**config.mk**
```make
export PLATFORM = sky130hd
export DESIGN_NAME = mem_wb_stage
export DESIGN_NICKNAME = d
export VERILOG_FILES = /design/src/rtl/mem_wb_stage.sv
export SDC_FILE = /design/constraint.sdc
export NUM_CORES = 1
export LEC_CHECK = 0
export BUFFER_PORTS_ARGS = -buffer_cell sky130_fd_sc_hd__clkbuf_2
export CORE_ASPECT_RATIO = 1.75
export CORE_MARGIN = 1.5
export CORE_UTILIZATION = 51
export DETAILED_ROUTE_END_ITERATION = 16
export PLACE_DENSITY = 0.8
export SLEW_MARGIN = 30
export SYNTH_ARGS = -nofsm -noshare
export SYNTH_HDL_FRONTEND = slang
export SYNTH_SLANG_ARGS = --single-unit
```
**constraint.sdc**
```tcl
create_clock -name clk_i -period 4 [get_ports clk_i]
set_clock_uncertainty 0.1 [all_clocks]
set_input_delay 0.2 -clock clk_i [delete_from_list [all_inputs] [get_ports clk_i]]
set_output_delay 0.2 -clock clk_i [all_outputs]
set_load 0.02 [all_outputs]
```
**src/rtl/mem_wb_stage.sv**
```systemverilog
// -----------------------------------------------------------------------------
// mem_wb_stage
//
// MEM/WB pipeline register of the pipelined CPU. It captures the MEM-stage
// result, selects ALU result or load data for write-back, and drives the
// register-file write port. The hazard unit can stall (hold) or flush
// (insert a bubble) the stage. A saturating counter tracks retired
// instructions for debug.
//
// Ports:
//   clk_i          clock, all state updates on the rising edge
//   rst_i          asynchronous active-high reset
//   stall_i        hold current stage contents
//   flush_i        squash incoming instruction (bubble); overrides stall_i
//   valid_i        MEM slot holds a real instruction
//   RegWrite_i     instruction writes a register
//   MemtoReg_i     1 = write back load data, 0 = ALU result
//   RDaddr_i       destination register
//   ALUres_i       ALU result from MEM stage
//   MemData_i      load data from data memory
//   valid_o        WB slot holds a real instruction
//   RegWrite_o     register-file write enable
//   RDaddr_o       register-file write address
//   RDdata_o       register-file write data (also the forwarding source)
//   retire_cnt_o   saturating count of instructions that entered WB
//
// Valid semantics: there is no backpressure toward MEM. valid_i qualifies the
// incoming slot on every non-stalled, non-flushed edge; valid_o qualifies the
// WB slot for the whole cycle. RegWrite_o is only ever asserted together with
// valid_o. All outputs come straight from registers (no input-to-output path).
// -----------------------------------------------------------------------------
module mem_wb_stage #(
  parameter int DATA_W      = 32,
  parameter int ADDR_W      = 5,
  parameter int CNT_W       = 32,
  parameter int SUPPRESS_R0 = 1
) (
  input  logic              clk_i,
  input  logic              rst_i,
  input  logic              stall_i,
  input  logic              flush_i,
  input  logic              valid_i,
  input  logic              RegWrite_i,
  input  logic              MemtoReg_i,
  input  logic [ADDR_W-1:0] RDaddr_i,
  input  logic [DATA_W-1:0] ALUres_i,
  input  logic [DATA_W-1:0] MemData_i,
  output logic              valid_o,
  output logic              RegWrite_o,
  output logic [ADDR_W-1:0] RDaddr_o,
  output logic [DATA_W-1:0] RDdata_o,
  output logic [CNT_W-1:0]  retire_cnt_o
);

  logic              r_valid;
  logic              r_regwrite;
  logic              r_memtoreg;
  logic [ADDR_W-1:0] r_rdaddr;
  logic [DATA_W-1:0] r_alures;
  logic [DATA_W-1:0] r_memdata;
  logic [CNT_W-1:0]  r_retire_cnt;

  logic              w_cnt_sat;
  logic              w_rd_ok;

  assign w_cnt_sat = &r_retire_cnt;

  always_ff @(posedge clk_i or posedge rst_i) begin
    if (rst_i) begin
      r_valid      <= 1'b0;
      r_regwrite   <= 1'b0;
      r_memtoreg   <= 1'b0;
      r_rdaddr     <= '0;
      r_alures     <= '0;
      r_memdata    <= '0;
      r_retire_cnt <= '0;
    end else if (flush_i) begin
      // Bubble: only the control bits are cleared; address/data are left
      // alone because they are meaningless while RegWrite_o is low.
      r_valid    <= 1'b0;
      r_regwrite <= 1'b0;
    end else if (!stall_i) begin
      r_valid    <= valid_i;
      // An invalid slot must never write, whatever RegWrite_i says.
      r_regwrite <= valid_i & RegWrite_i;
      r_memtoreg <= MemtoReg_i;
      r_rdaddr   <= RDaddr_i;
      r_alures   <= ALUres_i;
      r_memdata  <= MemData_i;
      if (valid_i && !w_cnt_sat) begin
        r_retire_cnt <= r_retire_cnt + CNT_W'(1);
      end
    end
  end

  // r0 is hard-wired zero in the register file; optionally never request it.
  assign w_rd_ok = (SUPPRESS_R0 == 0) || (r_rdaddr != '0);

  assign valid_o      = r_valid;
  assign RegWrite_o   = r_valid & r_regwrite & w_rd_ok;
  assign RDaddr_o     = r_rdaddr;
  assign RDdata_o     = r_memtoreg ? r_memdata : r_alures;
  assign retire_cnt_o = r_retire_cnt;

endmodule

```
# Word level (Yosys, flattened, before mapping)
# Index checks and enable logic that the tools add are counted.
# W data, S select, Z words.
# totals
input_bits	76
out_inout_bits	71
ff_bits	104
# classes
n_reduce_logical	6
n_bitwise	5
n_mux	5
addsub	1
n_eq_ne	1
# ops
cell	count
$add A32 B1 Y32 const B	1
$mux W32	1
$reduce_and A32 Y1	1
$reduce_bool A5 Y1	1
$mux W1	4
$and A1 B1 Y1	3
$reduce_and A3 Y1	1
$ne A2 B1 Y1 const B	1
$not A1 Y1	2
$reduce_and A2 Y1	1
$logic_and A1 B1 Y1	1
$logic_not A1 Y1	1

# Depth between registers and ports, before layout
# logic_depth
depth_word	4
depth_mapped	6

# Least setup slack after synthesis
# Ideal clock, no wire load.
# synth_timing
path_type	register to register
startpoint	register r_retire_cnt[27], in the netlist retire_cnt_o[27]
endpoint	register r_retire_cnt[29], in the netlist retire_cnt_o[29]
slack_ns	2.001
arrival_ns	1.766
setup_time_ns	0.132
path_stages_with_launch	6
path_buffers	0
path_cell_list	dfrtp_1 -> nand4_1 -> or4_4 -> o2111ai_1 -> nor2_1 -> xor2_1
# synth_between
elab_chain_len	4
# synth_rtl
element	line	source
start: declaration	61	logic [CNT_W-1:0] r_retire_cnt;
start signal: assignment	91	r_retire_cnt <= r_retire_cnt + CNT_W'(1);
branches (longest 4 deep; another with $add A32 B1 Y32)	--	
# Parallel ways; which one is timed is not known.
# A chain may end at the register's enable or synchronous reset.

# Worst setup path after layout
# layout_timing
startpoint	input flush_i
endpoint	register r_memdata[21]
# layout_between
elab_chain_len	2
# layout_rtl
element	line	source
start: declaration	41	input logic flush_i,
$not A1 Y1 (no source line)	--	
$reduce_and A2 Y1 (no source line)	--	
end signal: assignment	89	r_memdata <= MemData_i;
end: declaration	60	logic [DATA_W-1:0] r_memdata;
# No other way between the ends.

==> impl_metrics.yaml <==
timing:
  fin_crit_sh_pct: 55.43
  tightest_slew_ns: 0.8650
  report.final.hold_viol_count: 1
  rsz0062_at_grt: "no"
  timing.final.ws_setup_ns: 1.783
  setup_total_negative_slack_ns: 0
  finalCriticalPeriod_ns: 2.217
  setup_viol: 0
  maxClockFrequency_ghz: 0.4511
  hold_ws_ns: -0.007360
  finalMaxSlewViolations: 0
  relSlewSlack_pct: 42.34
worst_setup_path:
  critPathArrivalTime_ns: 2.35
  rrSetupSlack_ns: 1.90
  critical-path-slowest-cell: "buf_4"
  crit_type: "input pin to flip-flop"
  r2r_end: "retire_cnt_o[23]"
  timing.critical_path.cells: "dlygate4sd3_1 > clkbuf_2 > nor2_4 > buf_4 > mux2_2"
  path_max_fanout: 60
  crit_path_end_kind: "flip-flop"
  timing.critical_path.from_type: "input pin"
  rr_worst_depth: 5
  largest_incremental_delay_on_the_critical_path_ns: 0.66
  critical_path.reg2reg.startpoint: "retire_cnt_o[14]"
  worstPathRequired_ns: 4.13
floorplan:
  die-area_sq_um: 9663
  die_extent_in_y_microns: 128.9
  num_io_pins: 147
  die_w_microns: 74.96
  start_util_pct: 52.95
  floorplan.rows: 45
  core-area_sq_um: 8727
pwr:
  power-per-cell-area_nw_per_um2: 444.2
  vdd.ir_drop.worst_mv: 0.3006
  power_leakage_nw: 3.062
  total_power_mw: 2.861
logic_synthesis:
  ff_latch_count_synth: 104
  netlist_instances: 330
  synth_top_cells_by_area: "dfrtp_1 (56%), mux2_2 (25%), xnor2_1 (4.2%)"
  synth_async_sr_flop_share_pct: 100.0
  post_synth.cell_area_avg_sq_um: 14.00
  synth_top_flop_cell: "dfrtp_1"
  yosysWarningCount: 0
  yosys.area.top_type: "dfrtp_1"
  synth.yosys.seq_area_share_pct: 56.32
  post_synth_num_cell_types: 33
  post-synth-top-area-fraction_pct: 56.32
  synthesis.nets: 407
  synth-edff-count: 0
  syn-cell-area_sq_um: 4621
cells_and_area:
  multi_input_area_sq_um: 1962
  num-fill-cells: 557
  areaGrowthSynthToFinish_pct: 39.37
  fin_nets: 619
  antennaDiodeCount: 0
  final_cells: 664
  layout_cell_share_with_drive_strength_beyond_1_pct: 50.82
  area.sequential_sq_um: 2603
  finish.utilization_pct: 73.79
route:
  drc_errors: 0
  num_vias: 3472
  first_pass_iters: 4
  routed_wire_length_per_instance_microns: 17.44
  drt_wl_total_mm: 11.58
  drt_iter0_markers: 119
  ant_nets: 0
  vias_per_cell: 5.229
clock_tree:
  sinks_on_the_clock_net: 104
  insertion_delay_ns: 0.34
  htree_levels: 3
  ctsLongestPathBuffers: 2
  cts_root_buffer: "clkbuf_16"
  path_clk_slew_ns: 0.07
  cts_made_buffers: 9
  clock_tree_from_tritoncts: "done"
  cts_setup_buffers: 0
hold_path:
  min_to: "r_memdata[25]"
  worst_hold_path_cell_count: 2
  min_from: "MemData_i[25]"
  min_path_type: "input pin to flip-flop"
global_routing:
  maximum_number_of_pins_on_one_net_before_global_route_repair: 71
  grt_first_pass_wirelength_mm: 17.67
  antenna_found_initial: 0
  grt_pass1_vias: 3781
  global_route.usage.total_pct: 24.74
  grt_overflow: 0
placement:
  gp_congestion: 0.7915
  pre_cts_slack_ns: 1.909
  placement.io_buffers: 146
  placed_insts: 584
  place_hpwl_mm: 7.494
run_status:
  status: "finished with violations"
  failed_checks: "hold timing"
job:
  max_cap_violations: 0
==> placed cells by master, fill, tap and decap left out, types with 10 or more instances in the layout <==
cell,n
dfrtp_1,104
dlygate4sd3_1,64
nand2_1,11
xnor2_1,22
nor2_1,10
nand3_1,11
nand4_1,11
mux2_2,103
clkbuf_2,146
==> power breakdown <==
| part | switching, mW | internal, mW | total [mW] |
|---|---|---|---|
| sequential | 0.0921 | 1.18 | 1.27 |
| clock | 0.378 | 0.566 | 0.944 |
| combinational | 0.331 | 0.314 | 0.645 |
| total | 0.801 | 2.06 | 2.86 |
==> worst max path at each step <==
stage | startpoint | to | slack [ns] | depth (start not counted)
finish | flush_i | r_memdata[21] | 1.78 | 5
global route | flush_i | RDaddr_o[0] | 1.66 | 5
CTS | flush_i | RDaddr_o[1] | 1.81 | 5
detailed placement | retire_cnt_o[14] | retire_cnt_o[23] | 1.91 | 5
global placement | retire_cnt_o[14] | retire_cnt_o[23] | 2.00 | 5
floorplan | rst_i | RDaddr_o[0] | 0.97 | 1
==> layout make-up <==
cell class | count | share of cell area, %
clock buffers | 11 | 3.769
clock inverters | 5 | 1.224
inverters | 3 | 0.2137
multi-input cells | 211 | 30.46
flip-flops and latches | 104 | 40.41
well taps | 117 | 2.273
repair buffers | 213 | 21.64
==> metrics by stage <==
stage	hold slack, ns	cell area (sq um)
finish	-0.007360	6440
floorplan	0.1664	4621
detailed placement	0.3233	5478
global placement	0.3022	5478
global route	0.002953	6440
CTS	0.001422	6420
==> sequential cells by signal, summed over array words and instances (netlist names) <==
name          count
r_alures         32
valid_o           1
r_memdata        32
retire_cnt_o     32
r_memtoreg        1
RDaddr_o          5
r_regwrite        1
==> worst max-delay path: cells and delay by family <==
family	cells	cell delay, ns
buffers and inverters	3	1.35
and+or+nand+nor	1	0.32
muxes	1	0.43
==> Yosys cell counts, types with 2 or more instances <==
cell type  number
nand2_1        11
nor4_4          2
mux2_2        103
dfrtp_1       104
nor2_1         11
nor3_1          4
clkbuf_1       11
and3_1          6
xnor2_1        22
and2_1          3
nand3_1        11
xor2_1          9
inv_1           3
nand4_1        11
==> cells by family (layout without fill, tap and decap cells) <==
kind of cell               Yosys count  count (layout)  share of synthesized area (%)
DFF                                104             104                          56.32
muxes                              103             103                          25.10
and+or+nand+nor                     70              70                          9.749
AOI/OAI and AO/OA                    6               6                          1.300
adders and majority gates            1               1                         0.2707
buffers and inverters               15             232                          1.381
xor gates and xnor gates            31              31                          5.876
==> routing by layer <==
metal  global-route usage, %  share of wire [%]
met1                   24.86                 35
met2                   46.80                 58
met3                   4.620                3.8
met4                   11.44                2.7
met5                       0                  0
==> timing repair <==
| action | CTS | global route |
|---|---|---|
| hold buffers | 62 | 2 |
| setup endpoints to repair | 0 | 0 |
| hold endpoints to repair | 131 | 2 |
| resized for setup | 0 | 0 |
Note: power is estimated with default switching activity, not from simulation.
